==> src/rtl/gpr_bank.sv <==
// Parametrised register bank: byte-lane writes, masked registered reads, busy scoreboard.
// Define GPR_BANK_BYPASS_EN to forward same-cycle write data into a read of the same register.
module gpr_bank #(
    parameter int DATA_W = 16,
    parameter int DEPTH  = 8,
    parameter int NRD    = 2,
    parameter int LANES  = DATA_W / 8,
    parameter int ADDR_W = $clog2(DEPTH)
) (
    input  logic                    clk,
    input  logic                    rst,
    input  logic [NRD-1:0]          rd_en,
    input  logic [NRD*ADDR_W-1:0]   rd_addr,
    input  logic [NRD*LANES-1:0]    rd_lane_mask,
    output logic [NRD*DATA_W-1:0]   rd_data,
    input  logic [LANES-1:0]        wr_be,
    input  logic [ADDR_W-1:0]       wr_addr,
    input  logic [DATA_W-1:0]       wr_data,
    input  logic                    sb_set,
    input  logic [ADDR_W-1:0]       sb_addr,
    output logic [DEPTH-1:0]        busy
);

    logic [DATA_W-1:0]     gpr_q [DEPTH];
    logic [DATA_W-1:0]     gpr_d [DEPTH];
    logic [DATA_W-1:0]     rd_src [NRD];
    logic [NRD*DATA_W-1:0] rd_data_q, rd_data_d;
    logic [DEPTH-1:0]      busy_q, busy_d;

    always_comb begin
        for (int r = 0; r < DEPTH; r++) begin
            gpr_d[r] = gpr_q[r];
        end
        for (int k = 0; k < LANES; k++) begin
            if (wr_be[k]) begin
                gpr_d[wr_addr][8*k +: 8] = wr_data[8*k +: 8];
            end
        end
    end

    // gpr_d differs from gpr_q only in the lanes being written, so reading it
    // yields exactly the per-lane merge needed for forwarding.
    always_comb begin
        for (int p = 0; p < NRD; p++) begin
`ifdef GPR_BANK_BYPASS_EN
            rd_src[p] = gpr_d[rd_addr[p*ADDR_W +: ADDR_W]];
`else
            rd_src[p] = gpr_q[rd_addr[p*ADDR_W +: ADDR_W]];
`endif
        end
    end

    always_comb begin
        rd_data_d = rd_data_q;
        for (int p = 0; p < NRD; p++) begin
            if (rd_en[p]) begin
                for (int k = 0; k < LANES; k++) begin
                    rd_data_d[p*DATA_W + 8*k +: 8] =
                        rd_lane_mask[p*LANES + k] ? rd_src[p][8*k +: 8] : 8'h00;
                end
            end
        end
    end

    // Set is applied after clear so a new producer wins over a retiring one.
    always_comb begin
        busy_d = busy_q;
        if (wr_be != '0) begin
            busy_d[wr_addr] = 1'b0;
        end
        if (sb_set) begin
            busy_d[sb_addr] = 1'b1;
        end
    end

    always_ff @(posedge clk or posedge rst) begin
        if (rst) begin
            for (int r = 0; r < DEPTH; r++) begin
                gpr_q[r] <= '0;
            end
            rd_data_q <= '0;
            busy_q    <= '0;
        end else begin
            for (int r = 0; r < DEPTH; r++) begin
                gpr_q[r] <= gpr_d[r];
            end
            rd_data_q <= rd_data_d;
            busy_q    <= busy_d;
        end
    end

    assign rd_data = rd_data_q;
    assign busy    = busy_q;

endmodule

==> config.mk <==
export PLATFORM = sky130hd
export DESIGN_NAME = gpr_bank
export DESIGN_NICKNAME = d
export VERILOG_FILES = /design/src/rtl/gpr_bank.sv
export SDC_FILE = /design/constraint.sdc
export NUM_CORES = 1
export LEC_CHECK = 0
export CAP_MARGIN = 20
export CORE_AREA = 2 2 185 96
export CTS_CLUSTER_SIZE = 12
export DETAILED_ROUTE_END_ITERATION = 8
export DIE_AREA = 0 0 187 98
export PLACE_DENSITY = 0.88
export SYNTH_ARGS = -nofsm -noshare
export SYNTH_HDL_FRONTEND = slang
export SYNTH_SLANG_ARGS = --single-unit
==> constraint.sdc <==
create_clock -name clk -period 4.7 [get_ports clk]
set_clock_uncertainty 0.15 [all_clocks]
set_input_delay 0.47 -clock clk [delete_from_list [all_inputs] [get_ports clk]]
set_output_delay 0.47 -clock clk [all_outputs]
set_load 0.05 [all_outputs]
After elaboration in Yosys (flattened, before gate mapping)
Index checks and enable logic that the tools add are counted.
{ "word_totals": {"elab_cells": 53, "regBits": 168, "inputBits": 39, "out_inout_bits": 40} }
{ "op_classes": {"reduce_logical": 4, "bitwise_logic": 6, "magnitude_cmp": 8, "muxes": 24} }
{ "ops": {"columns": ["op", "n"], "rows": [
  ["bitwise mux 128 bit", 2],
  ["two-way mux 128 bit", 2],
  ["binary-select mux 16 bit (select 3 bit)", 2],
  ["demux 16 bit (select 3 bit)", 2],
  ["two-way mux 16 bit", 5],
  ["two-way mux 8 bit", 7],
  [">= comparator 4 bit (second input constant)", 3],
  ["NOT 3 -> 4 bit", 3],
  ["AND 8 bit", 1],
  ["less-than comparator 3 x 4 -> 1 bit (second input constant)", 2],
  ["NOT 8 bit", 1],
  ["bitwise OR 8 bit", 1],
  ["demux 1 bit (select 3 bit)", 2],
  [">= comparator 3 x 1 -> 1 bit (second input constant)", 2],
  ["less-than comparator 4 x 1 -> 1 bit (second input constant)", 1],
  ["logical AND 1 bit", 3],
  ["two-way mux 1 bit", 2],
  ["nonzero test 2 bit", 1]
]} }

Longest topological paths before layout
{ "logic_depth": {"word_depth": 9, "depth_mapped": 6} }

Worst setup path after synthesis
Ideal clock, no wire load.
{ "synth_timing": {"path_type": "input port to flip-flop", "start": "input port wr_addr[1]", "end": "register gpr_q[56] (netlist bit)", "slack_ns": 2.955, "arrival_ns": 1.470, "required_ns": 4.425, "n_path_buf": 2, "cell_stages": 4, "path_cell_list": "buf_2 buf_6 nor3b_4 mux2_2"} }
{ "synth_via": {"elab_chain_cells": 7} }
{ "synth_lines": {"columns": ["item", "line", "text"], "rows": [
  ["start, declared", "17", "input logic [ADDR_W-1:0] wr_addr,"],
  ["NOT 3 -> 4 bit (not written as such) *", "36", "gpr_d[wr_addr][8*k +: 8] = wr_data[8*k +: 8];"],
  [">= comparator 4 bit (not written as such) / less-than comparator 4 x 1 -> 1 bit (equally long branches)", "36", null],
  ["logical AND 1 bit (not written as such)", "36", null],
  ["two-way mux 16 bit (not written as such)", "36", null],
  ["demux 16 bit (select 3 bit)", "36", null],
  ["bitwise mux 128 bit", "36", null],
  ["two-way mux 128 bit *", "35", "if (wr_be[k]) begin"],
  ["end signal, assigned by index", "85", "gpr_q[r] <= gpr_d[r];"],
  ["end, declared", "24", "logic [DATA_W-1:0] gpr_q [DEPTH];"]
]} }
Every way passes the cells marked *; elsewhere a longest branch is shown, timed or not.
A chain may end at the register's enable or synchronous reset.

Worst setup path in the final report
{ "layout_timing": {"start": "input port wr_addr[1]", "end": "register gpr_q[36] (netlist bit)"} }
{ "layout_via": {"elab_chain_cells": 9} }
{ "layout_lines": {"columns": ["item", "line"], "rows": [
  ["NOT 3 -> 4 bit (not written as such) *", "36"],
  [">= comparator 4 bit (not written as such) / less-than comparator 4 x 1 -> 1 bit (equally long branches)", "36"],
  ["logical AND 1 bit (not written as such)", "36"],
  ["two-way mux 8 bit (not written as such)", "36"],
  ["demux 16 bit (select 3 bit)", "36"],
  ["bitwise mux 128 bit", "36"],
  ["two-way mux 128 bit", "35"],
  ["bitwise mux 128 bit", "36"],
  ["two-way mux 128 bit *", "35"]
]} }
Marked as above.

==> flow_summary.yaml <==
clocking:
  cts_buffers: 17
  clk_latency_ns: 0.43
  cts_tree: "yes"
  postCtsSetupBuffers: 0
  clockBufferDepth: 2
  cts_root_buf: "clkbuf_16"
  cts_htree_levels: 4
  cts_hold_buf: 0
  cts_sinks: 168
  clk_pin_slew_ns: 0.07
  ctsResizeCount: 0
route:
  drtAntennaViolNets: 0
  drc: 0
  drt_wl_total_mm: 23.2
  via_per_inst: 6.36
  wl_per_cell_um: 24.7
  vias: 5957
  drt_first_pass_iters: 5
  drtIter0Drc: 647
sta:
  tns_ns: 0
  drv_slew: 0
  max-slew-margin-rel_pct: 27.0
  setup_violations: 0
  final_min_period_over_clock_period_pct: 56.1
  hold_viol: 0
  worstMarginPinSlew_ns: 1.09
  layout_setup_ws_ns: 2.06
  rsz0062_at_grt: "false"
  max_freq_mhz: 379
  finalCriticalPeriod_ns: 2.64
  holdWs_ns: 0.371
critical_path:
  worst-path-max-fanout: 16
  path_buf_inv: 1
  critPathCaptureType: "register"
  slowest_stage: "clkdlybuf4s50_1"
  crit_required_ns: 4.86
  cp-start-kind: "primary input"
  worstReg2RegStart: "gpr_q[123]"
  r2r-end: "rd_data[11]"
  cpLargestDelayFamily: "buffers and inverters"
  arrival_ns: 2.79
  rr_worst_depth: 3
  ff2ff_setup_slack_ns: 3.15
  cpPeakStageDelay_ns: 1.06
  crit_type: "in2reg"
  path_cells: "clkdlybuf4s50_1 -> nand2b_1 -> or2_1 -> mux2_2"
logic_synthesis:
  yosysUniqueCellTypes: 31
  synth_area_leader_cell: "dfrtp_1"
  yosys_warnings: 0
  synthCells: 621
  synth_nets: 660
  ys_ff_latch: 168
  netlist_top_cells_count: "mux2_2, dfrtp_1, mux4_2"
  synth-seq-area-share_pct: 49.0
  syn-mean-instance-area_um2: 13.8
  synth_top_area_share_pct: 49.0
  ys_async_sr_fraction_pct: 100
  synth_edf_count: 0
  synth_most_common_cell: "mux2_2"
  synth_ff_type: "dfrtp_1"
  synth_area_leaders: "dfrtp_1, mux2_2, mux4_2"
  synth_area_um2: 8580
place:
  dp_cells: 905
  pre_cts_slack_ns: 1.68
  io_buffers: 78
  routabilityCongestion: 0.909
  place_hpwl_mm: 15.3
hold_path:
  whs_endpoint: "rd_data[23]"
  worst_hold_startpoint: "rd_data[23]"
  hold_depth: 2
  worstHoldPathType: "reg2reg"
grt:
  antenna_found_initial: 0
  grt_max_degree: 169
  overflow: 0
  grt_pass1_wl_mm: 36.0
  first_global_vias: 6061
  gr-usage-all-layers_pct: 26.1
finish:
  drive_gt1_share_pct: 37.6
  diodes: 0
  fin_nets: 729
  stdcell_count: 937
  area_growth_pct: 16.7
run:
  drv_cap: 0
die:
  fp.dieW_um: 187
  row_count: 34
  die_height_um: 98
  die_area_um2: 18300
  start_util_pct: 50.8
  core_um2: 16900
  pin_count: 79
pwr:
  peakVddDrop_uv: 315
  powerDensity_nw_per_um2: 447
  finalPower_mw: 4.47
  leakagePower_nw: 4.04
status:
  status: "completed"
-- per-stage QoR --
step	util [%]	cell area (um2)
3_5_place_dp	55.9	9430
6_report	59.3	10000
3_3_place_gp	55.9	9430
4_1_cts	59.3	10000
5_1_grt	59.3	10000
2_1_floorplan	-	8580
-- worst max-delay path by stage --
| stage | start | endpoint | slack [ns] | depth (start not counted) |
|---|---|---|---|---|
| after floorplan | rst | busy[0] | 1.94 | 1 |
| after global placement | wr_addr[1] | gpr_q[85] | 1.76 | 4 |
| final | wr_addr[1] | gpr_q[36] | 2.06 | 4 |
| after detailed placement | rd_addr[4] | rd_data[29] | 1.68 | 5 |
| after CTS | wr_addr[1] | gpr_q[36] | 2.11 | 4 |
| after global routing | rd_addr[4] | rd_data[26] | 1.99 | 5 |
-- registers in the layout (all words and copies together) (netlist names) --
| name | cells |
|---|---|
| rd_data | 32 |
| busy | 8 |
| gpr_q | 128 |
-- cell type report --
cell class / count / area (um2)
clock buffers: 19 / 453
clock inverters: 13 / 121
fillers: 1298 / 6880
inverters: 26 / 101
multi-input cells: 390 / 3990
flip-flops and latches: 168 / 4200
well taps: 234 / 293
repair buffers: 87 / 851
-- power by group --
group | total [mW] | internal (mW) | switching [mW] | leakage (nW)
logic | 1.13 | 0.569 | 0.557 | 1.72
registers | 1.97 | 1.74 | 0.228 | 2.05
clock network | 1.37 | 0.762 | 0.610 | 0.268
total | 4.47 | 3.07 | 1.40 | 4.04
-- tightest hold or removal path, delay by kind of cell (launching register included) --
| family | cells | cell delay (ns) |
|---|---|---|
| DFF | 1 | 0.35 |
| and+or+nand+nor | 1 | 0.07 |
| AOI/OAI and AO/OA | 1 | 0.06 |
-- logic make-up after synthesis --
group | count (synthesis) | synth area share (%)
mux | 210 | 32.0
flops | 168 | 49.0
simple gates | 91 | 6.86
compound gates | 89 | 7.61
buf+inv | 63 | 4.54
-- layer usage --
layer / vias to the layer above / track usage (%) / share of wire (%)
li1: 2495 / - / -
met1: 3070 / 39.2 / 45
met2: 353 / 36.9 / 43
met3: 39 / 7.48 / 11
met4: 0 / 7.20 / 1.5
met5: - / 0 / 0
-- cells in the final DEF, fill, tap and decap left out, types with 8 or more instances in the layout --
master           count
o22ai_1             25
mux2_2             178
dfrtp_1            168
nand2_1             11
nor2_1              25
buf_4                8
o21ai_0             13
nand2b_1            16
clkbuf_16           17
o32ai_1             25
clkdlybuf4s50_1     76
nor2b_1             21
mux4_2              27
inv_1               25
(Power assumes the default switching activity.)
